File: src/rtl/frame_swap_controller_pkg.sv
// Shared types and defaults for the double-buffer frame swap controller.
package frame_swap_controller_pkg;

  typedef enum logic [2:0] {
    IDLE,
    DRAWING,
    READY,
    SWAP,
    PAUSED
  } swap_state_t;

  localparam int DEFAULT_CNT_WIDTH     = 16;
  localparam int DEFAULT_MIN_VBLANKS   = 2;
  localparam int DEFAULT_STALL_VBLANKS = 8;

  // Bits needed to hold 0..max_value (never less than one bit).
  function automatic int count_bits(input int max_value);
    return (max_value < 2) ? 1 : $clog2(max_value + 1);
  endfunction

endpackage

File: src/rtl/frame_swap_controller_if.sv
// Handshake bundle between VGA timing, the drawing manager and the swap controller.
interface frame_swap_controller_if
  import frame_swap_controller_pkg::*;
#(
  parameter int CNT_WIDTH = DEFAULT_CNT_WIDTH
) ();

  logic                 enable;
  logic                 vblank_start;
  logic                 frame_done;
  logic                 draw_start;
  logic                 draw_ack;
  logic                 write_buffer_select;
  logic                 read_buffer_select;
  logic [CNT_WIDTH-1:0] swap_count;
  logic [CNT_WIDTH-1:0] missed_count;
  logic                 stall;

  modport master (
    output enable, vblank_start, frame_done,
    input  draw_start, draw_ack, write_buffer_select, read_buffer_select,
    input  swap_count, missed_count, stall
  );

  modport slave (
    input  enable, vblank_start, frame_done,
    output draw_start, draw_ack, write_buffer_select, read_buffer_select,
    output swap_count, missed_count, stall
  );

endinterface

File: src/rtl/frame_swap_controller_sat_counter.sv
// Up-counter that holds at MAX; clear wins over increment.
module sat_counter #(
  parameter int             WIDTH = 16,
  parameter logic [WIDTH-1:0] MAX = {WIDTH{1'b1}}
) (
  input  logic             clk,
  input  logic             rst,
  input  logic             clear,
  input  logic             inc,
  output logic [WIDTH-1:0] value
);

  logic [WIDTH-1:0] value_reg;

  always_ff @(posedge clk) begin
    if (rst || clear) begin
      value_reg <= '0;
    end else if (inc && (value_reg != MAX)) begin
      value_reg <= value_reg + 1'b1;
    end
  end

  assign value = value_reg;

endmodule

File: src/rtl/frame_swap_controller.sv
// Double-buffer sequencer: runs the drawing manager, flips front/back buffers at vblank.
module frame_swap_controller
  import frame_swap_controller_pkg::*;
#(
  parameter int MIN_VBLANKS   = DEFAULT_MIN_VBLANKS,
  parameter int STALL_VBLANKS = DEFAULT_STALL_VBLANKS,
  parameter int CNT_WIDTH     = DEFAULT_CNT_WIDTH
) (
  input logic                    clk,
  input logic                    rst,
  frame_swap_controller_if.slave bus
);

  localparam int VB_WIDTH    = count_bits(MIN_VBLANKS);
  localparam int DWELL_WIDTH = count_bits(STALL_VBLANKS);

  swap_state_t state_reg;
  swap_state_t state_next;

  logic read_sel_reg;
  logic write_sel_reg;
  logic draw_start_reg;
  logic draw_ack_reg;
  logic stall_reg;
  logic draw_start_next;
  logic draw_ack_next;
  logic swap_go;
  logic eligible;
  logic stall_hit;

  logic [VB_WIDTH-1:0]    vb_cnt;
  logic [DWELL_WIDTH-1:0] dwell;
  logic [CNT_WIDTH-1:0]   stat_value [2];
  logic [1:0]             stat_inc;

  assign eligible  = bus.vblank_start && ((int'(vb_cnt) + 1) >= MIN_VBLANKS);
  assign stall_hit = (state_reg == DRAWING) && bus.vblank_start &&
                     ((int'(dwell) + 1) >= STALL_VBLANKS);

  // vb_cnt keeps running outside IDLE so the rate cap spans swap to swap.
  sat_counter #(
    .WIDTH (VB_WIDTH),
    .MAX   (VB_WIDTH'(MIN_VBLANKS))
  ) u_vb_cnt (
    .clk   (clk),
    .rst   (rst),
    .clear (swap_go),
    .inc   (bus.vblank_start && (state_reg != IDLE)),
    .value (vb_cnt)
  );

  sat_counter #(
    .WIDTH (DWELL_WIDTH),
    .MAX   (DWELL_WIDTH'(STALL_VBLANKS))
  ) u_dwell (
    .clk   (clk),
    .rst   (rst),
    .clear (swap_go),
    .inc   (bus.vblank_start && (state_reg == DRAWING)),
    .value (dwell)
  );

  assign stat_inc[0] = swap_go;
  assign stat_inc[1] = (state_reg == DRAWING) && eligible;

  for (genvar gi = 0; gi < 2; gi++) begin : g_stat
    sat_counter #(
      .WIDTH (CNT_WIDTH)
    ) u_stat (
      .clk   (clk),
      .rst   (rst),
      .clear (1'b0),
      .inc   (stat_inc[gi]),
      .value (stat_value[gi])
    );
  end

  always_comb begin
    state_next      = state_reg;
    draw_start_next = 1'b0;
    draw_ack_next   = 1'b0;
    swap_go         = 1'b0;
    case (state_reg)
      IDLE: begin
        if (bus.enable) begin
          state_next      = DRAWING;
          draw_start_next = 1'b1;
        end
      end
      DRAWING: begin
        // While our ack is on the wire the manager still shows the old frame_done.
        if (bus.frame_done && !draw_ack_reg) begin
          state_next = READY;
        end
      end
      READY: begin
        if (eligible) begin
          swap_go       = 1'b1;
          state_next    = SWAP;
          draw_ack_next = bus.enable;
        end
      end
      SWAP: begin
        state_next = draw_ack_reg ? DRAWING : PAUSED;
      end
      PAUSED: begin
        if (bus.enable) begin
          state_next    = DRAWING;
          draw_ack_next = 1'b1;
        end
      end
      default: begin
        state_next = IDLE;
      end
    endcase
  end

  always_ff @(posedge clk) begin
    if (rst) begin
      state_reg      <= IDLE;
      read_sel_reg   <= 1'b0;
      write_sel_reg  <= 1'b1;
      draw_start_reg <= 1'b0;
      draw_ack_reg   <= 1'b0;
      stall_reg      <= 1'b0;
    end else begin
      state_reg      <= state_next;
      draw_start_reg <= draw_start_next;
      draw_ack_reg   <= draw_ack_next;
      if (swap_go) begin
        read_sel_reg  <= ~read_sel_reg;
        write_sel_reg <= read_sel_reg;
      end
      if (stall_hit) begin
        stall_reg <= 1'b1;
      end
    end
  end

  assign bus.draw_start          = draw_start_reg;
  assign bus.draw_ack            = draw_ack_reg;
  assign bus.read_buffer_select  = read_sel_reg;
  assign bus.write_buffer_select = write_sel_reg;
  assign bus.stall               = stall_reg;
  assign bus.swap_count          = stat_value[0];
  assign bus.missed_count        = stat_value[1];

endmodule
File: src/flat_wrapper.sv
// flat-port wrapper written by rule: the top's interface ports become plain ports
module frame_swap_controller_flat import frame_swap_controller_pkg::*;
#(
  parameter int MIN_VBLANKS   = DEFAULT_MIN_VBLANKS,
  parameter int STALL_VBLANKS = DEFAULT_STALL_VBLANKS,
  parameter int CNT_WIDTH     = DEFAULT_CNT_WIDTH
)
  (clk, rst, bus_enable, bus_vblank_start, bus_frame_done, bus_draw_start, bus_draw_ack, bus_write_buffer_select, bus_read_buffer_select, bus_swap_count, bus_missed_count, bus_stall);
  frame_swap_controller_if #(.CNT_WIDTH(CNT_WIDTH)) bus_i ();
  input logic clk;
  input logic rst;
  input wire logic [$bits(bus_i.enable)-1:0] bus_enable;
  input wire logic [$bits(bus_i.vblank_start)-1:0] bus_vblank_start;
  input wire logic [$bits(bus_i.frame_done)-1:0] bus_frame_done;
  output wire logic [$bits(bus_i.draw_start)-1:0] bus_draw_start;
  output wire logic [$bits(bus_i.draw_ack)-1:0] bus_draw_ack;
  output wire logic [$bits(bus_i.write_buffer_select)-1:0] bus_write_buffer_select;
  output wire logic [$bits(bus_i.read_buffer_select)-1:0] bus_read_buffer_select;
  output wire logic [$bits(bus_i.swap_count)-1:0] bus_swap_count;
  output wire logic [$bits(bus_i.missed_count)-1:0] bus_missed_count;
  output wire logic [$bits(bus_i.stall)-1:0] bus_stall;
  assign bus_i.enable = bus_enable;
  assign bus_i.vblank_start = bus_vblank_start;
  assign bus_i.frame_done = bus_frame_done;
  assign bus_draw_start = bus_i.draw_start;
  assign bus_draw_ack = bus_i.draw_ack;
  assign bus_write_buffer_select = bus_i.write_buffer_select;
  assign bus_read_buffer_select = bus_i.read_buffer_select;
  assign bus_swap_count = bus_i.swap_count;
  assign bus_missed_count = bus_i.missed_count;
  assign bus_stall = bus_i.stall;
  frame_swap_controller #(.MIN_VBLANKS(MIN_VBLANKS), .STALL_VBLANKS(STALL_VBLANKS), .CNT_WIDTH(CNT_WIDTH)) u_core (.clk(clk), .rst(rst), .bus(bus_i));
endmodule
File: config.mk
export PLATFORM = sky130hd
export DESIGN_NAME = frame_swap_controller_flat
export DESIGN_NICKNAME = d
export VERILOG_FILES = /design/src/rtl/frame_swap_controller_pkg.sv /design/src/rtl/frame_swap_controller_if.sv /design/src/rtl/frame_swap_controller_sat_counter.sv /design/src/rtl/frame_swap_controller.sv /design/src/flat_wrapper.sv
export SDC_FILE = /design/constraint.sdc
export NUM_CORES = 1
export LEC_CHECK = 0
export BUFFER_PORTS_ARGS = -buffer_cell sky130_fd_sc_hd__buf_2
export CAP_MARGIN = 20
export CORE_MARGIN = 2
export CORE_UTILIZATION = 32
export CTS_CLUSTER_SIZE = 10
export DETAILED_ROUTE_END_ITERATION = 10
export SKIP_LAST_GASP = 1
export SLEW_MARGIN = 20
export SYNTH_ARGS = -nofsm -noshare
export SYNTH_HDL_FRONTEND = slang
export SYNTH_HIERARCHICAL = 1
export SYNTH_SLANG_ARGS = --single-unit
export TNS_END_PERCENT = 1
File: constraint.sdc
create_clock -name clk -period 3.1 [get_ports clk]
set_input_delay 0.62 -clock clk [delete_from_list [all_inputs] [get_ports clk]]
set_output_delay 0.62 -clock clk [all_outputs]
set_load 0.005 [all_outputs]
# [Word level (Yosys, flattened, before mapping)]
# Cells that the tools add are included.
[word_totals] input_bits=5 out_inout_bits=37 regBits=46
[op_classes] eq_ne=11 reduce_logical=17 n_bitwise=2 n_lt_le_gt_ge=2 n_mux=10 n_addsub=6
[op_table] cell="16-bit by 1-bit adder with 16-bit output (second input constant)" count=2
[op_table] cell="32-bit by 3-bit greater-or-equal comparator with 1-bit output (second input constant)" count=1
[op_table] cell="32-bit by 5-bit greater-or-equal comparator with 1-bit output (second input constant)" count=1
[op_table] cell="16-bit inequality test (second input constant)" count=2
[op_table] cell="3-bit 2-to-1 mux" count=4
[op_table] cell="3-bit case mux with 4 select lines" count=1
[op_table] cell="1-bit logical AND" count=10
[op_table] cell="3-bit by 2-bit equality test with 1-bit output (second input constant)" count=2
[op_table] cell="4-bit by 1-bit adder with 5-bit output (second input constant)" count=1
[op_table] cell="4-bit by 1-bit adder with 4-bit output (second input constant)" count=1
[op_table] cell="1-bit 2-to-1 mux" count=4
[op_table] cell="2-bit by 1-bit inequality test with 1-bit output (second input constant)" count=2
[op_table] cell="2-bit inequality test (second input constant)" count=2
[op_table] cell="4-bit inequality test (second input constant)" count=1
[op_table] cell="2-bit OR reduction" count=2
[op_table] cell="2-bit by 1-bit adder with 3-bit output (second input constant)" count=1
[op_table] cell="3-bit by 1-bit equality test with 1-bit output (second input constant)" count=1
[op_table] cell="3-bit equality test (second input constant)" count=1
[op_table] cell="3-bit logical NOT" count=1
[op_table] cell="3-bit AND reduction" count=1
[op_table] cell="3-bit nonzero test" count=1
[op_table] cell="2-bit by 1-bit adder with 2-bit output (second input constant)" count=1
[op_table] cell="1-bit NOT" count=2
[op_table] cell="1-bit case mux with 2 select lines" count=1
[op_table] cell="2 further kinds" count=2

# [Logic depth before layout (Yosys ltp)]
# Gate-level depths: netlist of the first run.
[logic_depth] word_depth=6 mapped_depth=8

# [Cells and area by module]
# The synthesis of the first run kept the hierarchy.
[modules_own_cells] mod="sat_counter (u_core.g_stat[0].u_stat ...)" instances=2 area_each_um2=847.1 cells_each=95
[modules_own_cells] mod="frame_swap_controller" instances=1 area_each_um2=411.6 cells_each=46
[modules_own_cells] mod="sat_counter (u_core.u_dwell)" instances=1 area_each_um2=224.0 cells_each=25
[modules_own_cells] mod="sat_counter (u_core.u_vb_cnt)" instances=1 area_each_um2=105.1 cells_each=9

# [Least setup slack after synthesis of the first run]
# Ideal clock, no wire load.
[synth_path] path_kind="input port to flip-flop" startpoint="in bus_vblank_start" endpoint="reg u_core.g_stat[0].u_stat.value_reg[14]" path_slack_ns=0.815 arrival_time_ns=2.214 n_path_buf=0 setup_time_ns=0.070 cell_stages=6 cell_sequence="o21ai_1 -> nor4_4 -> nand4_1 -> a41o_1 -> or3_1 -> a21oi_1"
[synth_via] elab_chain_len=4
[synth_rtl] item="start, declared" line_no="flat_wrapper.sv:13" text="input wire logic [$bits(bus_i.vblank_start)-1:0] bus_vblank_start;"
[synth_rtl] item="1-bit logical AND" line_no="frame_swap_controller.sv:36" text="assign eligible = bus.vblank_start && ((int'(vb_cnt) + 1) >= MIN_VBLANKS);"
[synth_rtl] item="1-bit 2-to-1 mux" line_no="frame_swap_controller.sv:97" text="if (eligible) begin"
[synth_rtl] item="1-bit 2-to-1 mux" line_no="frame_swap_controller.sv:83" text="case (state_reg)"
[synth_rtl] item="via u_core.stat_inc[0]" line_no="frame_swap_controller.sv:34" text="logic [1:0] stat_inc;"
[synth_rtl] item="1-bit logical AND" line_no="frame_swap_controller_sat_counter.sv:18" text="end else if (inc && (value_reg != MAX)) begin"
[synth_rtl] item="end signal, assigned" line_no="frame_swap_controller_sat_counter.sv:19" text="value_reg <= value_reg + 1'b1;"
[synth_rtl] item="end, declared" line_no="frame_swap_controller_sat_counter.sv:13" text="logic [WIDTH-1:0] value_reg;"
# The timed path passes the listed nets, and every way through them passes these cells.
# A chain may end at the register's enable or synchronous reset.

# [Final worst setup path of the first run]
[layout_path] startpoint="reg u_core.state_reg[0]" endpoint="reg u_core.g_stat[1].u_stat.value_reg[10]"
[layout_via] elab_chain_len=3
[layout_rtl] item="start, declared" line_no="frame_swap_controller.sv:17" text="swap_state_t state_reg;"
[layout_rtl] item="start signal, assigned" line_no="frame_swap_controller.sv:127" text="state_reg <= state_next;"
[layout_rtl] item="3-bit by 1-bit equality test with 1-bit output" line_no="frame_swap_controller.sv:64" text="assign stat_inc[1] = (state_reg == DRAWING) && eligible;"
[layout_rtl] item="1-bit logical AND" line_no="frame_swap_controller.sv:64"
[layout_rtl] item="via u_core.stat_inc[1]" line_no="frame_swap_controller.sv:34"
[layout_rtl] item="1-bit logical AND" line_no="frame_swap_controller_sat_counter.sv:18"
[layout_rtl] item="end signal, assigned" line_no="frame_swap_controller_sat_counter.sv:19"
[layout_rtl] item="end, declared" line_no="frame_swap_controller_sat_counter.sv:13"
# The timed path passes the listed nets, and every way through them passes these cells.

==> results.toml, run 1 <==
[run_status]
status = "finished clean"

[timing]
fin_tns_setup_ns = 0
relSlewSlack_pct = 51.8
timing.final.crit_share_pct = 83.9
rsz0062_at_grt = "no"
finalCriticalPeriod_ns = 2.60
fmax_mhz = 384
finalHoldViolCount = 0
setup_viol = 0
maxSlewViolCount = 0
worst_pin_slew_ns = 0.717
fin_skew_ns = 0.00942

[setup_path]
cp_cell_sequence = "nand2b_1, nor3b_2, o21a_1, nand4_1, a211oi_1, a31oi_1, a41o_1"
critPathLaunchType = "register"
cp_top_family = "compound AO/OA/AOI/OAI gates"
critical_path_buf_inv_count = 0
path_max_fanout = 9
cp_slowest_stage_delay_ns = 0.51
crit_required_ns = 3.29
path_class = "reg -> reg"
crit_slowest_cell = "dfxtp_1"
end_kind = "register"
crit_arrival_ns = 2.79

[power_and_ir_drop]
p_leak_uw = 0.00112
ir_drop_mv = 0.148
power_density_mw_per_mm2 = 406

[place]
dp_hpwl_mm = 3.92
portBuffers = 41
placement.cell_area_mm2 = 0.00275
finalWeightedCongestion = 0.823
place_inst = 406

[job]
maxCapViolCount = 0

[routing]
initialDrtViolationCount = 90
viasPerCell = 5.35
drtAntennaViolNets = 0
firstDrtPassIters = 4
avgRoutedWirePerCell_um = 13.1
wirelength_mm = 5.40
drcViolationCount = 0
num_vias = 2214

[cells_and_area]
layout.nets = 324
area_delta_synth_final_pct = 16.6
register_area_um2 = 921
drive_gt1_share_pct = 23.8
antenna_cells = 0
final_area_mm2 = 0.00284
largest_reg_flops = 32
multi_input_area_mm2 = 0.00145
nFillCells = 785
final_cells = 414

[yosys]
synth_async_sr_flop_share_pct = 0
yosysWarnings = 6
ys_top_cells_by_area = "dfxtp_1 (38%), a21oi_1 (4.3%), a41o_1 (3.3%)"
avgSynthCellArea_um2 = 9.02
synth_edf_count = 0
netlist.area_leader.share_pct = 37.8
yosys.area.top_type = "dfxtp_1"
yosysSeqAreaShare_pct = 37.8
synth_seq_cells = 46
synth_cells = 270
netlist_area_mm2 = 0.00243
synthDistinctLibCells = 58
synth_flop_cell = "dfxtp_1"

[clock_network]
cts-root-buf = "clkbuf_8"
cts_tree = "yes"
htree_levels = 2
postCtsSetupBuffers = 0
clock_path_buffers = 2
cts.sinks = 46
cts_inserted_buffers = 5
cts_resized = 0
clk_latency_ns = 0.30
holdBufCountCts = 0
clk_pin_slew_ns = 0.08

[floorplanning]
fp.coreArea_mm2 = 0.00729
start_util_pct = 33.4
std_cell_rows = 31
dieHeight_um = 91.2
die_w_um = 91.2
dieArea_mm2 = 0.00832
io_pins = 42

[global_routing]
grt_use_total_pct = 13.2
antenna_found_initial = 0
grt_max_degree = 18
grt_pass1_vias = 2024
grt.overflow.total = 0
grt_pass1_wl_mm = 9.15

[worst_hold_path]
hp-class = "reg -> reg"
[report_power, final]
group | switching, uW | total, uW | internal [uW]
registers | 31.8 | 642 | 610
logic | 73.7 | 132 | 58.5
clock network | 201 | 380 | 179
total | 306 | 1150 | 848
[cell type report]
type / count / share of cell area [%]
clock inverters: 2 / 0.441
well taps: 99 / 4.36
multi-input cells: 210 / 51.0
inverters: 8 / 1.15
flip-flops and latches: 46 / 32.4
repair buffers: 43 / 7.75
clock buffers: 6 / 2.91
[per-stage QoR]
step	total power [uW]	utilization [%]	hold slack [ns]	setup WS, ns
after floorplan	764	-	0.460	0.815
after global placement	785	37.6	0.474	0.637
after detailed placement	788	37.6	0.485	0.554
after CTS	1180	38.9	0.504	0.539
after global routing	1220	38.9	0.547	0.352
final	1150	38.9	0.484	0.499
[cell usage after synthesis, types with 7 or more instances]
master / n
nand3_1: 13
dfxtp_1: 46
nor2_1: 21
nand2_1: 15
a41o_1: 8
nand4_1: 11
o21ai_0: 12
or3_1: 10
a21oi_1: 21
inv_1: 7
and4_1: 8
[metal layers]
| layer | track usage [%] | up-vias | part of all wire [%] |
|---|---|---|---|
| li1 | - | 1121 | - |
| met1 | 17.2 | 1038 | 49 |
| met2 | 21.5 | 47 | 46 |
| met3 | 2.99 | 8 | 4.2 |
| met4 | 4.92 | 0 | 1.2 |
| met5 | 0 | - | 0 |
[logic make-up (layout without fill, tap and decap cells)]
kind of cell    after synthesis  after routing  share of synthesized area (%)
simple gates                119            119                           31.9
compound gates               73             73                           21.2
flops                        46             46                           37.8
buf+inv                      17             59                           3.19
xor+xnor                      9              9                           3.24
fa+ha+maj                     5              5                           2.57
other cells                   1              4                          0.154
[final timing paths]
kind                                    startpoint                                        endpoint  slack [ns]  depth (start not counted)
setup / recovery  u_core/state_reg[0]$_SDFFE_PP0P_  u_core/g_stat[1].u_stat/value[10]$_SDFFE_PP0P_        0.50                          7
hold / removal       u_core/bus.stall$_SDFFE_PP0P_                   u_core/bus.stall$_SDFFE_PP0P_        0.48                          2
setup reg to reg  u_core/state_reg[0]$_SDFFE_PP0P_  u_core/g_stat[1].u_stat/value[10]$_SDFFE_PP0P_        0.50                          7
hold reg to reg      u_core/bus.stall$_SDFFE_PP0P_                   u_core/bus.stall$_SDFFE_PP0P_        0.48                          2
[cell usage in the layout, fill, tap and decap left out, drive strengths merged, types with 3 or more instances in the layout]
cell and instances:
a21boi 3, a21oi 21, a31oi 6, a41o 8, and2 4, and4 8
buf 43, clkbuf 6, conb 4, dfxtp 46, ha 5, inv 8
nand2 15, nand3 13, nand4 15, nor2 22, nor2b 3, nor3 6
nor4 4, o21ai 13, o31ai 6, o41ai 3, or3 10, or4 8
xnor2 4, xor2 5
[worst reg2reg max path, delay by kind of cell, from the launching register on]
family	cells	cell delay [ns]
DFF	1	0.51
and+or+nand+nor	3	0.83
AOI/OAI and AO/OA	4	1.15
(Power assumes the default switching activity.)
==> inputs of run 2 (changes only) <==
--- a/config.mk
+++ b/config.mk
@@ -5,6 +5,7 @@
 export SDC_FILE = /design/constraint.sdc
 export NUM_CORES = 1
 export LEC_CHECK = 0
+export ABC_AREA = 1
 export BUFFER_PORTS_ARGS = -buffer_cell sky130_fd_sc_hd__buf_2
 export CAP_MARGIN = 20
 export CORE_MARGIN = 2
==> constraint.sdc (replaced) <==
create_clock -name clk -period 2.1 [get_ports clk]
set_input_delay 0.42 -clock clk [delete_from_list [all_inputs] [get_ports clk]]
set_output_delay 0.42 -clock clk [all_outputs]
set_load 0.005 [all_outputs]
==> run 2 against run 1 <==
Clock-buffer cell count down 1. Global-route usage up 1.5 points. Critical endpoint is now u_core/g_stat[1].u_stat/value[14]$_SDFFE_PP0P_. Largest cell class unchanged. Largest power group unchanged. Critical path type unchanged. Die area up 9.1%. Power up 81%.
==> results.toml, run 2 <==
[cells_and_area]
final_area_mm2 = 0.00311
drive_gt1_share_pct = 21.1
antenna_cells = 0
layout.nets = 469
mostFrequentLayoutCell = "nand2_1"
final_util_pct = 38.2
nFillCells = 877
area_delta_synth_final_pct = 16.6
final_cells = 565
largest_reg_flops = 32
final_cell_mix = "nand2_1 (99), nor2_1 (85), dfxtp_1 (46)"

[routing]
wl_met3_um = 227
num_vias = 2586
initialDrtViolationCount = 85
avgRoutedWirePerCell_um = 10.8
viasPerCell = 4.58
top_layer = "met4"
wirelength_mm = 6.12
drcViolationCount = 0
firstDrtPassIters = 6
drtAntennaViolNets = 0
route.met2.wl_mm = 2.96
wl_met1_mm = 2.90

[floorplanning]
dieArea_mm2 = 0.00908
io_pins = 42
dieHeight_um = 95.3
start_util_pct = 32.8
std_cell_rows = 33
fp.coreArea_mm2 = 0.00813
die_w_um = 95.3

[timing]
timing.final.crit_share_pct = 79.0
fin_tns_setup_ns = 0
fmax_mhz = 602
setup_viol = 0
setup_slack_ns = 0.440
finalHoldViolCount = 0
fin_skew_ns = 0.00991
maxSlewViolCount = 0
rsz0062_at_grt = "no"
finalCriticalPeriod_ns = 1.66

[setup_path]
crit_required_ns = 2.31
crit_arrival_ns = 1.87
end_kind = "register"
reg2reg_from = "u_core/state_reg[2]$_SDFFE_PP0P_"
path_max_fanout = 7
path_class = "reg -> reg"
critPathLaunchType = "register"
crit_path_start = "u_core/state_reg[2]$_SDFFE_PP0P_"

[place]
portBuffers = 41
placement.cell_area_mm2 = 0.00300
pre_cts_ws_ns = 0.438
finalWeightedCongestion = 0.853
place_inst = 557
dp_hpwl_mm = 4.60

[worst_hold_path]
hp-class = "in -> reg"
hp-start = "bus_enable"

[clock_network]
clock_path_buffers = 2
postCtsSetupBuffers = 0
cts_tree = "yes"
cts.sinks = 46
htree_levels = 2
cts_resized = 0
cts_inserted_buffers = 5
clk_pin_slew_ns = 0.09
holdBufCountCts = 0
clk_latency_ns = 0.30
cts-root-buf = "clkbuf_8"

[job]
maxCapViolCount = 0

[yosys]
synthDistinctLibCells = 27
yosysSeqAreaShare_pct = 34.5
yosysMostFrequentCell = "nand2_1"
yosysWarnings = 6
avgSynthCellArea_um2 = 6.51
synth_async_sr_flop_share_pct = 0
yosys.area.top_type = "dfxtp_1"
synth_seq_cells = 46
netlist.area_leader.share_pct = 34.5
synth_flop_cell = "dfxtp_1"
synth_cells = 410
synth_edf_count = 0
yosys-top-cells-count = "nand2_1 (99), nor2_1 (85), dfxtp_1 (46), inv_1 (40), nand3_1 (34)"
netlist_area_mm2 = 0.00267
ys_top_cells_by_area = "dfxtp_1 (35%), nand2_1 (14%), nor2_1 (12%)"

[global_routing]
grt.overflow.total = 0
grt_max_degree = 17
grt_pass1_vias = 2459
antenna_found_initial = 0
grt_use_total_pct = 14.7
grt_pass1_wl_mm = 10.7

[power_and_ir_drop]
power_density_mw_per_mm2 = 673
ir_drop_mv = 0.252
p_leak_uw = 0.00128

[run_status]
status = "finished clean"
## run 2: logic make-up (layout without fill, tap and decap cells)
| family | Yosys count | in the layout | synth area share (%) |
|---|---|---|---|
| other | 1 | 2 | 0.141 |
| AO/OA/AOI/OAI | 40 | 40 | 8.35 |
| buffers and inverters | 52 | 101 | 8.16 |
| adder cells (fa/ha/maj) | 5 | 5 | 2.35 |
| flip-flops | 46 | 46 | 34.5 |
| AND/OR/NAND/NOR | 266 | 266 | 46.5 |
## run 2: power by group
part | switching (uW) | internal (uW) | total, uW | leakage (uW)
registers | 62.5 | 932 | 994 | 0.000372
logic | 277 | 159 | 435 | 0.000849
clock network | 311 | 351 | 662 | 0.0000579
## run 2: worst paths after layout
path | end | slack [ns] | depth (start not counted)
setup reg to reg | u_core/g_stat[1].u_stat/value[14]$_SDFFE_PP0P_ | 0.44 | 10
setup / recovery | u_core/g_stat[1].u_stat/value[14]$_SDFFE_PP0P_ | 0.44 | 10
hold / removal | u_core/bus.draw_ack$_SDFF_PP0_ | 0.39 | 3
hold reg to reg | u_core/bus.write_buffer_select$_SDFFE_PP1P_ | 0.46 | 2
## run 2: metal layers
metal	up-vias	track usage (%)
met3	2	3.56
met2	38	26.4
li1	1393	-
met1	1153	17.4
met4	0	4.23
met5	-	0
## run 2: cell type report
type                            count  area (um2)  area share (%)
Tap cell                          105         131            4.23
Timing Repair Buffer               45         235            7.57
Multi-Input combinational cell    313        1530            49.3
Inverter                           48         180            5.79
Clock inverter                      3        40.0            1.29
Sequential cell                    46         921            29.6
Clock buffer                        5        68.8            2.21
## run 2: per-stage QoR
stage          total power (uW)  hold WS [ns]
6_report                   2090         0.387
2_1_floorplan              1350         0.451
3_3_place_gp               1440         0.435
3_5_place_dp               1450         0.443
5_1_grt                    2250         0.386
4_1_cts                    2120         0.377
## run 2: critical path: stages (launching register included)
cell     delay [ns]
dfxtp_1        0.41
nor2_4         0.17
nand2_2        0.09
nor2_1         0.18
inv_2          0.09
nor2_2         0.20
nand2_1        0.10
nor2_1         0.13
nand3_1        0.09
nand2_1        0.08
nor2_1         0.04
==> inputs of run 3 (changes only) <==
==> constraint.sdc (replaced) <==
create_clock -name clk -period 1.4 [get_ports clk]
set_input_delay 0.28 -clock clk [delete_from_list [all_inputs] [get_ports clk]]
set_output_delay 0.28 -clock clk [all_outputs]
set_load 0.005 [all_outputs]
==> run 3 against run 2 <==
Combinational power increased by 110%. Wire length increased by 7.8%. Highest routed layer unchanged. Fmax increased by 19%. Cell count increased by 5.5%.
==> results.toml, run 3 (same netlist as run 2, synthesis figures left out) <==
[power_and_ir_drop]
ir_drop_mv = 0.421
p_leak_uw = 0.00147
power_density_mw_per_mm2 = 980

[worst_hold_path]
hp-class = "in -> reg"

[timing]
finalCriticalPeriod_ns = 1.39
fmax_mhz = 718
setup_slack_ns = 0.00817
maxSlewViolCount = 0
timing.final.crit_share_pct = 99.4
holdWs_ns = 0.243
setup_viol = 0
finalHoldViolCount = 0
fin_skew_ns = 0.00466
rsz0062_at_grt = "yes"

[run_status]
status = "finished clean"

[clock_network]
cts_inserted_buffers = 5
cts-root-buf = "clkbuf_8"
clk_pin_slew_ns = 0.09
clk_latency_ns = 0.30
cts_tree = "yes"
htree_levels = 2
clock_path_buffers = 2
cts.sinks = 46
holdBufCountCts = 0

[routing]
wl_met1_mm = 3.03
initialDrtViolationCount = 71
top_layer = "met4"
wirelength_mm = 6.59
drtAntennaViolNets = 0
route.met2.wl_mm = 3.18
firstDrtPassIters = 4
viasPerCell = 4.60
num_vias = 2743
wl_met3_um = 320
drcViolationCount = 0
avgRoutedWirePerCell_um = 11.1

[place]
pre_cts_ws_ns = -0.0428
portBuffers = 41
dp_hpwl_mm = 4.89
finalWeightedCongestion = 0.839

[setup_path]
critical_path_buf_inv_count = 3
reg2reg_depth = 9
crit_slowest_cell = "dfxtp_4"
end_kind = "register"
crit_end = "u_core/g_stat[1].u_stat/value[3]$_SDFFE_PP0P_"
cp_slowest_stage_delay_ns = 0.38
crit_arrival_ns = 1.60
rr_endpoint = "u_core/g_stat[1].u_stat/value[3]$_SDFFE_PP0P_"
critPathLaunchType = "register"
reg2reg_from = "u_core/u_vb_cnt/value[1]$_SDFFE_PP0P_"
path_class = "reg -> reg"
crit_path_start = "u_core/u_vb_cnt/value[1]$_SDFFE_PP0P_"
worst_path_most_repeated_cell = "nor2_1"
cp_cell_sequence = "o21ai_4, buf_6, nor2_4, inv_4, buf_4, nor2_1, nand3_1, nand2_1, nor2_1"
crit_required_ns = 1.61
cp.depth = 9
cp_top_family = "simple AND/OR/NAND/NOR gates"
path_max_fanout = 4
rrSetupSlack_ns = 0.008

[global_routing]
grt_pass1_wl_mm = 10.5
antenna_found_initial = 0
grt_use_total_pct = 14.3
grt_pass1_vias = 2510
grt.overflow.total = 0
grt_max_degree = 17

[floorplanning]
start_util_pct = 32.8
fp.coreArea_mm2 = 0.00813
dieHeight_um = 95.3
std_cell_rows = 33
io_pins = 42
dieArea_mm2 = 0.00908
die_w_um = 95.3

[cells_and_area]
drive_gt1_share_pct = 32.4
area_delta_synth_final_pct = 31.1
multi_input_area_mm2 = 0.00166
nFillCells = 871
largest_reg_flops = 32
layout.nets = 500
register_area_um2 = 936
antenna_cells = 0
final_cell_mix = "nand2_1 (93), nor2_1 (75), buf_2 (41)"
mostFrequentLayoutCell = "nand2_1"

[job]
maxCapViolCount = 0
[run 3: changes by cell type in the layout (fill, tap and decap cells not counted), moves of 3 or more]
| cell | change |
|---|---|
| buf_4 | +30 |
| dfxtp_1 | -10 |
| nor2_1 | -10 |
| dfxtp_2 | +9 |
| nor2_4 | +7 |
| nand2_1 | -6 |
| nand2_2 | +6 |
| nor2_2 | +3 |
[run 3: worst reg2reg max path, cell delays in order, from the launching register on]
cell     delay [ns]
dfxtp_4        0.38
o21ai_4        0.07
buf_6          0.12
nor2_4         0.13
inv_4          0.06
buf_4          0.13
nor2_1         0.16
nand3_1        0.13
nand2_1        0.08
nor2_1         0.03
[run 3: area by class of cell]
cell class / count / share of cell area [%]
flip-flops and latches: 46 / 26.8
multi-input cells: 313 / 47.6
clock inverters: 3 / 1.14
repair buffers: 76 / 13.5
inverters: 48 / 5.30
well taps: 105 / 3.76
clock buffers: 5 / 1.97
[run 3: power breakdown]
group | switching (uW) | leakage [uW] | internal [uW]
Clock | 479 | 0.0000579 | 526
Sequential | 90.8 | 0.000377 | 1410
Combinational | 518 | 0.00104 | 401
Total | 1090 | 0.00147 | 2340
[run 3: how the worst min path moves through the flow]
stage,startpoint,endpoint,slack (ns),cells past startpoint
global route,bus_enable,u_core/bus.draw_ack$_SDFF_PP0_,0.25,3
CTS,bus_enable,u_core/bus.draw_ack$_SDFF_PP0_,0.24,3
detailed placement,u_core/bus.write_buffer_select$_SDFFE_PP1P_,u_core/bus.write_buffer_select$_SDFFE_PP1P_,0.45,2
finish,bus_enable,u_core/bus.draw_ack$_SDFF_PP0_,0.24,3
floorplan,rst,u_core/state_reg[2]$_SDFFE_PP0P_,0.34,1
global placement,u_core/bus.write_buffer_select$_SDFFE_PP1P_,u_core/bus.write_buffer_select$_SDFFE_PP1P_,0.44,2
[run 3: layer usage]
metal / track usage (%) / vias to the layer above
met5: 0 / -
met3: 3.08 / 6
met4: 4.23 / 0
li1: - / 1453
met1: 16.9 / 1239
met2: 25.7 / 45
[run 3: what timing repair did]
item                                    in CTS  in global routing
gates resized for setup                      1                 38
pin swaps                                    0                 15
setup buffers                                0                  3
endpoints found under the setup margin      16                 35
[run 3: through the flow]
step | total power [uW] | setup TNS [ns] | instances | utilization (%) | instance area [um2]
5_1_grt | 3630 | -2.02 | 596 | 43.0 | 3500
4_1_cts | 3370 | -0.306 | 593 | 41.3 | 3360
3_5_place_dp | 2350 | -0.201 | 585 | 39.8 | 3240
6_report | 3430 | 0 | 596 | 43.0 | 3500
2_1_floorplan | 2070 | -0.00399 | 411 | - | 2700
3_3_place_gp | 2330 | -0.0260 | 585 | 39.8 | 3240
